===== config.mk =====
export PLATFORM = sky130hd
export DESIGN_NAME = tt_um_gate_op_scheduler
export DESIGN_NICKNAME = d
export VERILOG_FILES = /design/src/rtl/gate_sched_pkg.sv /design/src/rtl/gate_unit.sv /design/src/rtl/tt_um_gate_op_scheduler.sv
export SDC_FILE = /design/constraint.sdc
export NUM_CORES = 1
export LEC_CHECK = 0
export BUFFER_PORTS_ARGS = -buffer_cell sky130_fd_sc_hd__buf_2
export CORE_ASPECT_RATIO = 0.8
export CORE_MARGIN = 2
export CORE_UTILIZATION = 48
export DETAILED_ROUTE_END_ITERATION = 7
export GPL_ROUTABILITY_DRIVEN = 0
export GPL_TIMING_DRIVEN = 0
export HOLD_SLACK_MARGIN = 0.15
export PLACE_DENSITY = 0.83
export REMOVE_ABC_BUFFERS = 1
export SYNTH_ARGS = -nofsm -noshare
export SYNTH_HDL_FRONTEND = slang
export SYNTH_HIERARCHICAL = 1
export SYNTH_SLANG_ARGS = --single-unit

===== constraint.sdc =====
create_clock -name clk -period 1.6 [get_ports clk]
set_input_delay 0 -clock clk [delete_from_list [all_inputs] [get_ports clk]]
set_output_delay 0 -clock clk [all_outputs]
set_load 0.1 [all_outputs]

===== src/rtl/gate_sched_pkg.sv =====
// Shared definitions for the four-lane gate-op scheduler: opcodes, lane map, FSM states.
package gate_sched_pkg;

  localparam int unsigned NUM_LANES = 4;
  localparam int unsigned LANE_W    = 2;
  localparam int unsigned OP_W      = 2;

  localparam logic [OP_W-1:0] OP_AND  = 2'd0;
  localparam logic [OP_W-1:0] OP_NAND = 2'd1;
  localparam logic [OP_W-1:0] OP_OR   = 2'd2;
  localparam logic [OP_W-1:0] OP_XOR  = 2'd3;

  typedef enum logic {
    ST_ARB  = 1'b0,
    ST_EXEC = 1'b1
  } state_t;

  // Fixed lane-to-opcode table.
  function automatic logic [OP_W-1:0] lane_op(input logic [LANE_W-1:0] lane);
    logic [OP_W-1:0] op;
    case (lane)
      2'd0:    op = OP_AND;
      2'd1:    op = OP_NAND;
      2'd2:    op = OP_OR;
      default: op = OP_XOR;
    endcase
    return op;
  endfunction

endpackage


===== src/rtl/gate_unit.sv =====
// Shared 2-input logic unit evaluating AND/NAND/OR/XOR.
module gate_unit
  import gate_sched_pkg::*;
(
  input  logic [OP_W-1:0] op,
  input  logic            a,
  input  logic            b,
  output logic            out_c
);

  always_comb begin
    out_c = 1'b0;
    case (op)
      OP_AND:  out_c = a & b;
      OP_NAND: out_c = ~(a & b);
      OP_OR:   out_c = a | b;
      OP_XOR:  out_c = a ^ b;
      default: out_c = 1'b0;
    endcase
  end

endmodule


===== src/rtl/tt_um_gate_op_scheduler.sv =====
// Round-robin scheduler sharing one gate unit among four lanes; Tiny Tapeout top.
module tt_um_gate_op_scheduler
  import gate_sched_pkg::*;
(
  input  logic       clk,
  input  logic       rst_n,
  input  logic       ena,
  input  logic [7:0] ui_in,
  input  logic [7:0] uio_in,
  output logic [7:0] uio_out,
  output logic [7:0] uio_oe,
  output logic [7:0] uo_out
);

  // Returns {found, lane}: first requester at or above ptr, wrapping 3->0.
  function automatic logic [LANE_W:0] rr_pick(input logic [NUM_LANES-1:0] req,
                                               input logic [LANE_W-1:0]    ptr);
    logic [LANE_W:0]   r;
    logic [LANE_W-1:0] idx;
    r = '0;
    for (int i = NUM_LANES - 1; i >= 0; i--) begin
      idx = ptr + LANE_W'(i);
      if (req[idx]) r = {1'b1, idx};
    end
    return r;
  endfunction

  state_t                state, state_n;
  logic [LANE_W-1:0]     ptr, ptr_n;
  logic [LANE_W-1:0]     lane, lane_n;
  logic [NUM_LANES-1:0]  grant, grant_n;
  logic [NUM_LANES-1:0]  result, result_n;
  logic [NUM_LANES-1:0]  valid, valid_n;
  logic [OP_W-1:0]       opcode, opcode_n;
  logic                  op_a, op_a_n;
  logic                  op_b, op_b_n;
  logic [LANE_W:0]       pick;
  logic                  gate_out;
  logic                  unused_uio;

  assign unused_uio = ^uio_in[7:4];

  gate_unit u_gate_unit (
    .op    (opcode),
    .a     (op_a),
    .b     (op_b),
    .out_c (gate_out)
  );

  // State and datapath registers; ena low freezes everything.
  always_ff @(posedge clk) begin
    if (!rst_n) begin
      state  <= ST_ARB;
      ptr    <= '0;
      lane   <= '0;
      grant  <= '0;
      result <= '0;
      valid  <= '0;
      opcode <= '0;
      op_a   <= 1'b0;
      op_b   <= 1'b0;
    end else if (ena) begin
      state  <= state_n;
      ptr    <= ptr_n;
      lane   <= lane_n;
      grant  <= grant_n;
      result <= result_n;
      valid  <= valid_n;
      opcode <= opcode_n;
      op_a   <= op_a_n;
      op_b   <= op_b_n;
    end
  end

  // Next-state: arbitrate and capture in ARB, commit the result in EXEC.
  always_comb begin
    state_n  = state;
    ptr_n    = ptr;
    lane_n   = lane;
    grant_n  = grant;
    result_n = result;
    valid_n  = valid;
    opcode_n = opcode;
    op_a_n   = op_a;
    op_b_n   = op_b;
    pick     = rr_pick(uio_in[NUM_LANES-1:0], ptr);

    case (state)
      ST_ARB: begin
        grant_n = '0;
        if (pick[LANE_W]) begin
          lane_n                 = pick[LANE_W-1:0];
          grant_n                = NUM_LANES'(1) << pick[LANE_W-1:0];
          op_a_n                 = ui_in[{pick[LANE_W-1:0], 1'b0}];
          op_b_n                 = ui_in[{pick[LANE_W-1:0], 1'b1}];
          opcode_n               = lane_op(pick[LANE_W-1:0]);
          valid_n[pick[LANE_W-1:0]] = 1'b0;
          state_n                = ST_EXEC;
        end
      end
      ST_EXEC: begin
        result_n[lane] = gate_out;
        valid_n[lane]  = 1'b1;
        grant_n        = '0;
        ptr_n          = lane + LANE_W'(1);
        state_n        = ST_ARB;
      end
      default: state_n = ST_ARB;
    endcase
  end

  assign uo_out  = {valid, result};
  assign uio_out = {grant, 4'b0000};
  assign uio_oe  = 8'hF0;

endmodule


; ---- After elaboration in Yosys (flattened, before gate mapping)
; Index checks and enable logic that the tools add are counted.
[word_totals]
register_bits = 21
in_bits = 19
wordCells = 74
output_inout_bits = 24
[op_classes]
reduce_logical = 7
magnitude_cmp = 10
bitwise = 8
n_addsub = 4
n_shift = 1
muxes = 29
eq_ne = 6
[ops]
columns = cell, n
row1 = 2-bit by 3-bit < comparator with 1-bit output (second input constant), 6
row2 = 4-bit one-hot mux with 2 select lines, 2
row3 = 1-bit binary-select mux with 2-bit select, 6
row4 = 3-bit two-way mux, 4
row5 = 1-bit two-way mux, 9
row6 = 3-bit by 4-bit < comparator with 1-bit output (second input constant), 2
row7 = 4-bit two-way mux, 2
row8 = 2-bit equality test (second input constant), 3
row9 = 2-bit one-hot mux with 3 select lines, 1
row10 = 2-bit by 1-bit adder with 2-bit output (second input constant), 2
row11 = 2-bit adder (second input constant), 2
row12 = 4-bit bitwise AND, 1
row13 = 4-bit bitwise mux, 1
row14 = 1-bit demux with 2-bit select, 2
row15 = 2-bit by 1-bit equality test with 1-bit output (second input constant), 2
row16 = 2-bit by 1-bit greater-or-equal comparator with 1-bit output (second input constant), 2
row17 = 2-bit zero test, 2
row18 = 4-bit NOT, 1
row19 = 4-bit bitwise OR, 1
row20 = 1-bit one-hot mux with 4 select lines, 1
row21 = 2-bit AND reduction, 2
row22 = 1-bit by 2-bit left shift with 4-bit output (first input constant), 1
row23 = 3-bit AND reduction, 1
row24 = 1-bit logical AND, 2
row25 = other kinds (6), 7

; ---- Depth between registers and ports, before layout
[logic_depth]
depth_word = 15
ltp_mapped = 7
depth_no_buf = 7

; ---- By module
; The synthesis kept the hierarchy.
[modules_own_cells]
columns = module, cells_each, n_inst, area_per_inst_um2
row1 = tt_um_gate_op_scheduler, 120, 1, 1083.5
row2 = gate_unit, 9, 1, 67.6

; ---- Worst setup path after synthesis
; OpenSTA, ideal clock, no wires.
[synth_timing]
kind = register to register
from = register ptr[1]
to = register valid[3]
n_path_buf = 0
slack_ns = 0.182
required_time_ns = 1.484
synth_period_minus_slack_ns = 1.418
arrival_ns = 1.303
path_stages_with_launch = 6
path_cell_list = dfxtp_1 -> mux2i_1 -> nor2_1 -> nor3_2 -> nand3_1 -> and3b_1
[synth_via]
elab_chain_len = 15
elab_cells_between_ends = 26
[synth_rtl]
columns = element, line
row1 = "start, declared", tt_um_gate_op_scheduler.sv:29  ; logic [LANE_W-1:0] ptr, ptr_n;
row2 = "start signal, assigned", tt_um_gate_op_scheduler.sv:64  ; ptr <= ptr_n;
row3 = 2-bit adder, tt_um_gate_op_scheduler.sv:22  ; idx = ptr + LANE_W'(i);
row4 = 1-bit binary-select mux with 2-bit select, tt_um_gate_op_scheduler.sv:23  ; if (req[idx]) r = {1'b1, idx};
row5 = 1-bit two-way mux (implied by the code), tt_um_gate_op_scheduler.sv:23
row6 = 3-bit two-way mux (3 in a row), tt_um_gate_op_scheduler.sv:23
row7 = 3-bit two-way mux *, tt_um_gate_op_scheduler.sv:23
row8 = 2-bit by 3-bit < comparator with 1-bit output (implied by the code) or 2-bit by 1-bit greater-or-equal comparator with 1-bit output (tied branches), tt_um_gate_op_scheduler.sv:97  ; valid_n[pick[LANE_W-1:0]] = 1'b0;
row9 = 1-bit logical AND (implied by the code), tt_um_gate_op_scheduler.sv:97
row10 = 1-bit two-way mux (implied by the code), tt_um_gate_op_scheduler.sv:97
row11 = 1-bit demux with 2-bit select, tt_um_gate_op_scheduler.sv:97
row12 = 4-bit NOT (no line), n/a
row13 = 4-bit bitwise AND (no line), n/a
row14 = 4-bit two-way mux, tt_um_gate_op_scheduler.sv:91  ; if (pick[LANE_W]) begin
row15 = 4-bit one-hot mux with 2 select lines, tt_um_gate_op_scheduler.sv:88  ; case (state)
row16 = "end signal, assigned", tt_um_gate_op_scheduler.sv:68  ; valid <= valid_n;
row17 = "end, declared", tt_um_gate_op_scheduler.sv:33  ; logic [NUM_LANES-1:0] valid, valid_n;
; Mark *: on every way between the ends. The rest lies on a longest branch, timed or not. The select of a mux whose other input is x is not followed.
; A chain may end at the register's enable or synchronous reset.

; ---- Worst setup path after layout
; Ends and elaborated chain as after synthesis.

==> impl_metrics.toml <==
[timing]
rsz0062_at_grt = "true"
hold_viol = 0
fmax_ghz = 0.665
worst_slack_ps = 95.4
setup_viol = 0
timing.final.crit_share_pct = 94.0
whs_ps = 264
fin_skew_ps = 1.10
slew_violations = 0
period_needed_ps = 1500
fin_setup_tns_ps = 0

[floorplanning]
dieArea_um2 = 2810
die_x_um = 58.8
ioPinCount = 43
start_util_pct = 52.0
fp-row-count = 15
fp.dieH_um = 47.8
coreArea_um2 = 2210

[worst_setup_path]
crit_path_max_fanout = 7
cp_num_buf_inv = 0
path_class = "flip-flop to flip-flop"
cp.arrival_ps = 1730
cp_slowest_stage_delay_ps = 400
cp.required_ps = 1820
cp-start-kind = "flip-flop"
crit_family = "simple AND/OR/NAND/NOR gates"
cp_slowest_cell = "dfxtp_4"
worstPathCellList = "mux2i_1, nor2_1, nor3_4, nand3_1, and3b_1"
end_kind = "flip-flop"

[yosys]
synth_xor_area_share_pct = 0.761
syn_area_um2 = 1150
avgSynthCellArea_um2 = 8.92
muxShareOfSynthArea_pct = 6.09
synth-adder-area-share_pct = 6.52
yosys.area_share.simple_pct = 23.7
synth-compound-area-share_pct = 15.3
yosys_warnings = 6
ys_ff_latch = 20
synthDistinctLibCells = 31
synth_top_cell_by_area = "dfxtp_1"
syn_inst = 129
synth_top_family_by_area = "simple AND/OR/NAND/NOR gates"
ys_top_cells_by_area = "dfxtp_1 35%, buf_4 7.8%, a21boi_0 6.5%"
ys_seq_area_share_pct = 34.8
netlist.area_leader.share_pct = 34.8

[route]
wl_per_cell_um = 13.0
wl_met1_mm = 1.03
drtIter0Drc = 17
highest_layer = "met4"
vias = 964
wirelength_mm = 2.44
route.met2.wl_mm = 1.21
first_pass_iters = 6
drc = 5
via_per_inst = 5.13
routed-wl-met3_um = 158
drtAntennaViolNets = 0

[placement]
postPlaceCellArea_um2 = 1230
dpl.cell_count = 173
place_ws_ps = -49.4
portBuffers = 26
dp_hpwl_mm = 1.68

[clock_tree]
root_buffer = "clkbuf_4"
cts_max_level = 1
worstSkewPairLatency_ps = 310
cts.path.max_buffers = 2
cts_sinks = 20
cts_tree = "yes"
path_clk_slew_ps = 110
cts_buffers = 3

[grt]
grt_overflow_total = 0
track_usage_pct = 19.0
antenna_found_initial = 0
grt_pass1_wl_mm = 3.79
grt_pass1_vias = 858
grt_max_degree = 23

[finish]
nets = 189
final_common_cell = "buf_2"
layout-drive-gt1-share_pct = 25.8
syn_to_final_growth_pct = 24.0
final_cell_mix = "26 x buf_2, 19 x dfxtp_1, 15 x nand2_1, 12 x conb_1"
diodes = 0
fin_area_um2 = 1430
layoutNonFillerInstCount = 188
final_core_util_pct = 64.5

[power_and_ir_drop]
p_total_mw = 1.32
vdd_drop_max_mv = 0.742
power_leakage_nw = 0.628
p_per_area_nw_per_um2 = 923

[job]
max_cap_viol_count = 0

[worst_hold_path]
min_path_type = "primary input to flip-flop"

[status]
status = "finished, violations left"
violations = "design-rule violations"
==> cell usage after synthesis (all sizes together) <==
cell type and instances:
buf 14, conb 2, nand2b 3, xor2 1
nor3 2, a21oi 8, o211a 1, nand3 8
a2bb2oi 1, nor2b 3, nand2 15, dfxtp 20
clkbuf 3, o21a 2, nor3b 4, or4 1
inv 6, and2 1, and3b 3, nor2 2
ha 6, mux2i 7, o221ai 2, nand3b 4
a21boi 10
==> cell families after synthesis <==
group,count (synthesis)
AND/OR/NAND/NOR,46
AO/OA/AOI/OAI,24
buffers and inverters,23
flip-flops,20
multiplexers,7
adder cells (fa/ha/maj),6
other,2
XOR/XNOR,1
==> repair_timing <==
action | 4_1_cts | 5_1_grt
gates resized for setup | 3 | 4
hold endpoints to repair | 20 | 0
endpoints found under the setup margin | 8 | 10
hold buffers | 10 | 0
buffers inserted | 0 | 1
pin swaps | 1 | 2
==> worst paths after layout <==
| path | end | cells after the start | slack [ps] | start |
|---|---|---|---|---|
| setup / recovery | valid[3] | 5 | 100 | ptr[1] |
| hold / removal | lane[1] | 5 | 260 | uio_in[2] |
| setup reg to reg | valid[3] | 5 | 100 | ptr[1] |
| hold reg to reg | result[0] | 2 | 470 | result[0] |
==> worst register-to-register path, delay by kind of cell (launching register included) <==
family           cells  cell delay [ps]
multiplexers         1              190
AND/OR/NAND/NOR      4              810
flip-flops           1              400
==> routing by layer <==
layer | vias to the layer above | GRT usage (%)
met5 | - | 0
met4 | 0 | 6.82
met3 | 4 | 5.68
met2 | 36 | 35.6
met1 | 439 | 20.9
li1 | 485 | -
==> flip-flops by register name, indices dropped and copies added, names as in the netlist <==
register	cells
grant	4
lane	2
state	1
op_b	1
ptr	2
result	4
valid	4
opcode	1
op_a	1
==> cell type report <==
| cell class | count | area, um^2 |
|---|---|---|
| fillers | 180 | 787 |
| clock buffers | 3 | 22.5 |
| flip-flops and latches | 20 | 404 |
| inverters | 6 | 22.5 |
| well taps | 25 | 31.3 |
| multi-input cells | 96 | 679 |
| repair buffers | 37 | 238 |
| clock inverters | 1 | 30.0 |
==> where the power goes <==
part	internal (mW)	leakage, nW	total, mW	switching (mW)
logic	0.0957	0.437	0.365	0.269
clock network	0.254	0.0279	0.420	0.167
registers	0.516	0.163	0.532	0.0162
(Power assumes the default switching activity.)
